### src/rtl/button_cmd_conditioner.sv
// Push-button command front end: two-flop synchronizers, per-button debounce,
// rising-edge capture into a pending set, and prioritized, gap-spaced issue.

module bcc_debounce #(
    parameter int DEBOUNCE_CYCLES = 250000,
    parameter int CNT_W           = 18
) (
    input  logic clk,
    input  logic rst,
    input  logic i_sync,
    output logic o_stable,
    output logic o_rise
);
    logic [CNT_W-1:0] r_cnt;
    logic             r_stable;
    logic             r_stable_d;

    always_ff @(posedge clk or negedge rst) begin
        if (!rst) begin
            r_cnt      <= '0;
            r_stable   <= 1'b0;
            r_stable_d <= 1'b0;
        end else begin
            r_stable_d <= r_stable;
            if (i_sync == r_stable) begin
                r_cnt <= '0;
            end else if (r_cnt == CNT_W'(DEBOUNCE_CYCLES - 1)) begin
                // this increment would reach DEBOUNCE_CYCLES: accept the new level
                r_stable <= ~r_stable;
                r_cnt    <= '0;
            end else begin
                r_cnt <= r_cnt + 1'b1;
            end
        end
    end

    assign o_stable = r_stable;
    assign o_rise   = r_stable & ~r_stable_d;
endmodule

module button_cmd_conditioner #(
    parameter int DEBOUNCE_CYCLES = 250000,
    parameter int CNT_W           = 18,     // 2**CNT_W must exceed DEBOUNCE_CYCLES
    parameter int GAP             = 2
) (
    input  logic       clk,
    input  logic       rst,
    input  logic [2:0] btn_raw,
    input  logic [7:0] sw_raw,
    output logic [2:0] btn,
    output logic [7:0] bytePos,
    output logic [2:0] pending
);
    localparam int NUM_BTN = 3;
    localparam int SW_W    = 8;
    localparam int GAP_W   = (GAP > 0) ? $clog2(GAP + 1) : 1;

    logic [NUM_BTN-1:0] r_btn_meta, r_btn_s;
    logic [SW_W-1:0]    r_sw_meta, r_sw_s;
    logic [NUM_BTN-1:0] w_stable, w_rise;
    logic [NUM_BTN-1:0] w_sel, w_clr;
    logic               w_issue;
    logic [NUM_BTN-1:0] r_pending, r_btn;
    logic [SW_W-1:0]    r_pos;
    logic [GAP_W-1:0]   r_gap;

    always_ff @(posedge clk or negedge rst) begin
        if (!rst) begin
            r_btn_meta <= '0;
            r_btn_s    <= '0;
            r_sw_meta  <= '0;
            r_sw_s     <= '0;
        end else begin
            r_btn_meta <= btn_raw;
            r_btn_s    <= r_btn_meta;
            r_sw_meta  <= sw_raw;
            r_sw_s     <= r_sw_meta;
        end
    end

    genvar gi;
    generate
        for (gi = 0; gi < NUM_BTN; gi++) begin : g_db
            bcc_debounce #(
                .DEBOUNCE_CYCLES(DEBOUNCE_CYCLES),
                .CNT_W          (CNT_W)
            ) u_db (
                .clk     (clk),
                .rst     (rst),
                .i_sync  (r_btn_s[gi]),
                .o_stable(w_stable[gi]),
                .o_rise  (w_rise[gi])
            );
        end
    endgenerate

    // highest button index wins when several are pending
    always_comb begin
        w_sel = '0;
        if (r_pending[2])      w_sel = 3'b100;
        else if (r_pending[1]) w_sel = 3'b010;
        else if (r_pending[0]) w_sel = 3'b001;
    end

    assign w_issue = (r_gap == '0) && (r_pending != '0);
    assign w_clr   = w_issue ? w_sel : '0;

    always_ff @(posedge clk or negedge rst) begin
        if (!rst) begin
            r_pending <= '0;
            r_btn     <= '0;
            r_pos     <= '0;
            r_gap     <= '0;
        end else begin
            // a new press landing on the bit being issued survives
            r_pending <= (r_pending & ~w_clr) | w_rise;
            if (w_issue) begin
                r_btn <= w_sel;
                r_pos <= r_sw_s;
                r_gap <= GAP_W'(GAP);
            end else begin
                r_btn <= '0;
                if (r_gap != '0) r_gap <= r_gap - 1'b1;
            end
        end
    end

    assign btn     = r_btn;
    assign bytePos = r_pos;
    assign pending = r_pending;
endmodule

### config.mk
export PLATFORM = sky130hd
export DESIGN_NAME = button_cmd_conditioner
export DESIGN_NICKNAME = d
export VERILOG_FILES = /design/src/rtl/button_cmd_conditioner.sv
export SDC_FILE = /design/constraint.sdc
export NUM_CORES = 1
export LEC_CHECK = 0
export ABC_AREA = 1
export BUFFER_PORTS_ARGS = -buffer_cell sky130_fd_sc_hd__buf_2
export CAP_MARGIN = 0
export CORE_UTILIZATION = 49
export DETAILED_ROUTE_END_ITERATION = 10
export PLACE_DENSITY = 0.68
export SLEW_MARGIN = 5
export SYNTH_ARGS = -nofsm -noshare
export SYNTH_HDL_FRONTEND = slang
export SYNTH_SLANG_ARGS = --single-unit
### constraint.sdc
create_clock -name clk -period 2.5 [get_ports clk]
set_input_delay 0.25 -clock clk [delete_from_list [all_inputs] [get_ports clk]]
set_output_delay 0.25 -clock clk [all_outputs]
set_load 0.01 [all_outputs]
==> flow_summary.json <==
{
  "outcome": "finished clean",
  "htreeDepth": 3,
  "slew_viol_final": 0,
  "multiInputGateArea_um2": 1750,
  "ir_drop_uv": 262,
  "fin_crit_sh_pct": 60.6,
  "fmax_mhz": 660,
  "drt_wl_total_um": 7710,
  "maxSlewHeadroom_pct": 66.9,
  "reg2reg_slack_ns": 0.98,
  "fill_cells": 756,
  "clkTransAtPathRegs_ns": 0.10,
  "register_area_um2": 2450,
  "syn_nets": 471,
  "diodes": 0,
  "syn_inst": 454,
  "antenna_found_initial": 0,
  "worst_ep_arrival_time_ns": 1.78,
  "grt_usage_pct": 18.7,
  "nNetsFinal": 521,
  "worstHoldPathType": "reg2reg",
  "cts.sinks": 98,
  "vias_per_cell": 5.00,
  "synth_adder_area_share_pct": 1.15,
  "mostFrequentLayoutCells": "nor2_1 (105), dfrtp_1 (98), nand2_1 (57)",
  "setup.worst_path.end_class": "register",
  "r2r_cells": 7,
  "crit_chain": "ha_1, nand2_1, nor2_4, nand2_2, nor2_4, xor2_1, nor2_1",
  "pin_count": 27,
  "rsz0062_at_grt": "no",
  "startpoint": "g_db[1].u_db.r_cnt[0]$_DFF_PN0_",
  "ys_seq_elements": 98,
  "synth_compound_area_share_pct": 3.19,
  "critPathTopFamily": "simple AND/OR/NAND/NOR gates",
  "synth_area_leader_cell": "dfrtp_1",
  "tightest_slew_ns": 0.496,
  "drc": 0,
  "drtAntennaViolNets": 0,
  "grt_max_degree": 99,
  "cts_tree": "done",
  "core_um2": 8680,
  "initialDrtViolationCount": 89,
  "synth_top_family_by_area": "simple AND/OR/NAND/NOR gates",
  "hold-path-endpoint": "r_sw_s[7]$_DFF_PN0_",
  "port_buffers": 26,
  "crit_slowest_cell": "dfrtp_1",
  "vias": 3086,
  "holdPathStages": 0,
  "gp_congestion": 0.844,
  "start_util_pct": 50.2,
  "period_needed_ns": 1.52,
  "avgSynthCellArea_um2": 9.59,
  "cp.required_ns": 2.77,
  "crit_path_start_kind": "register",
  "synth-xor-area-share_pct": 6.75,
  "rows": 34,
  "min-delay-start": "r_sw_meta[7]$_DFF_PN0_",
  "ys_seq_area_share_pct": 56.3,
  "max_cap_violations": 0,
  "cts_buffers": 9,
  "cpPeakStageDelay_ns": 0.40,
  "cp_num_buf_inv": 0,
  "dieWidth_um": 96.3,
  "ys_types": 28,
  "clock_latency_ns": 0.37,
  "overflow": 0,
  "synth_top_cells_by_area": "dfrtp_1 (56%), nor2_1 (9.0%), nand2_1 (4.9%), nand3_1 (4.1%), xor2_1 (4.0%)",
  "wl_per_cell_um": 12.5,
  "cts_buffer_depth": 2,
  "grt_pass1_vias": 2969,
  "area_growth_pct": 14.4,
  "synthesis.area_um2": 4360,
  "ys_warn_count": 0,
  "synthSimpleGateAreaFrac_pct": 27.1,
  "worst-setup-path-type": "reg2reg",
  "drt-pass1-iter-count": 4,
  "die_h_um": 96.3,
  "dieArea_um2": 9270,
  "grt_pass1_wl_um": 13000,
  "power_w": 0.00284,
  "drive_above_1_share_pct": 16.9,
  "final_common_cell": "nor2_1",
  "finalSetupTns_ns": 0,
  "cpMostUsedCell": "nor2_4",
  "hold_viol_final": 0,
  "setup_viol": 0,
  "crit_fanout": 5,
  "yosys.area.top_type_share_pct": 56.3,
  "p_leak_nw": 2.24,
  "root_buffer": "clkbuf_8",
  "power_density_nw_per_um2": 569,
  "hpwl_um": 5350,
  "regToRegEndpoint": "g_db[1].u_db.r_cnt[12]$_DFF_PN0_",
  "skew_ns": 0.0140,
  "muxShareOfSynthArea_pct": 2.07,
  "regToRegStartpoint": "g_db[1].u_db.r_cnt[0]$_DFF_PN0_"
}
==> worst max path at each step <==
| stage | depth (start not counted) | endpoint |
|---|---|---|
| CTS | 7 | g_db[1].u_db.r_cnt[12]$_DFF_PN0_ |
| finish | 7 | g_db[1].u_db.r_cnt[12]$_DFF_PN0_ |
| global route | 7 | g_db[1].u_db.r_cnt[12]$_DFF_PN0_ |
| global placement | 7 | g_db[1].u_db.r_cnt[12]$_DFF_PN0_ |
| floorplan | 8 | g_db[0].u_db.r_cnt[4]$_DFF_PN0_ |
| detailed placement | 7 | g_db[1].u_db.r_cnt[12]$_DFF_PN0_ |
==> flip-flops by register name, indices dropped and copies added, names as in the netlist <==
name,flops
bytePos,8
btn,3
pending,3
r_btn_meta,3
g_db.u_db.r_cnt,54
g_db.u_db.r_stable_d,3
r_btn_s,3
g_db.u_db.o_stable,3
r_sw_s,8
r_gap,2
r_sw_meta,8
==> per-layer routing <==
metal  wire length [um]  part of all wire, %  up-vias  track usage [%]
met4                130                  1.7        0             7.71
met1               3710                   48     1481             23.7
li1                   -                    -     1550                -
met5                  0                    0        -                0
met3                205                  2.7       12             3.55
met2               3660                   48       43             31.5
==> metrics by stage <==
step | instance area, um^2 | setup WS (ns) | hold WS (ns) | std cells | utilization [%]
after floorplan | 4360 | 1.19 | -0.0456 | 454 | -
after global placement | 4640 | 1.04 | 0.334 | 589 | 53.5
after detailed placement | 4640 | 1.01 | 0.335 | 589 | 53.5
after CTS | 4980 | 0.986 | 0.359 | 617 | 57.4
after global routing | 4980 | 0.835 | 0.363 | 617 | 57.4
final | 4980 | 0.985 | 0.357 | 617 | 57.4
==> cells in the mapped netlist (all sizes together) <==
cell type  count
dfrtp         98
nand3b         2
nor2         119
a31oi          1
o22ai          3
nor3           5
nor3b          5
nand2         69
and2           1
nand3         39
ha             4
nand4          8
inv           40
a21oi          9
xor2          23
o21ai         10
mux2           8
xnor2          8
o21bai         2
==> report_power, final <==
part	switching (W)	leakage (nW)	internal [W]
registers	0.0000154	1.31	0.00161
logic	0.0000606	0.818	0.0000365
clock network	0.000617	0.108	0.000493
total	0.000693	2.24	0.00214
==> kinds of logic (layout without fill, tap and decap cells) <==
| group | Yosys count | count (layout) |
|---|---|---|
| AOI/OAI and AO/OA | 25 | 25 |
| xor gates and xnor gates | 31 | 31 |
| adders and majority gates | 4 | 4 |
| buffers and inverters | 40 | 95 |
| DFF | 98 | 98 |
| muxes | 8 | 8 |
| and+or+nand+nor | 248 | 248 |
==> repair_timing <==
action | CTS | global route
endpoints found under the setup margin | 0 | 0
setup buffers | 0 | 0
hold buffers | 12 | 0
gates resized for setup | 0 | 0
endpoints found under the hold margin | 109 | 0
==> final cells by class <==
| type | count | area share, % |
|---|---|---|
| sequential | 98 | 49.2 |
| multi-input combinational | 316 | 35.2 |
| timing repair buffer | 39 | 5.47 |
| inverter | 40 | 3.01 |
| tap | 108 | 2.71 |
| clock buffer | 9 | 2.49 |
| clock inverter | 7 | 1.93 |
Note: power is estimated with default switching activity, not from simulation.
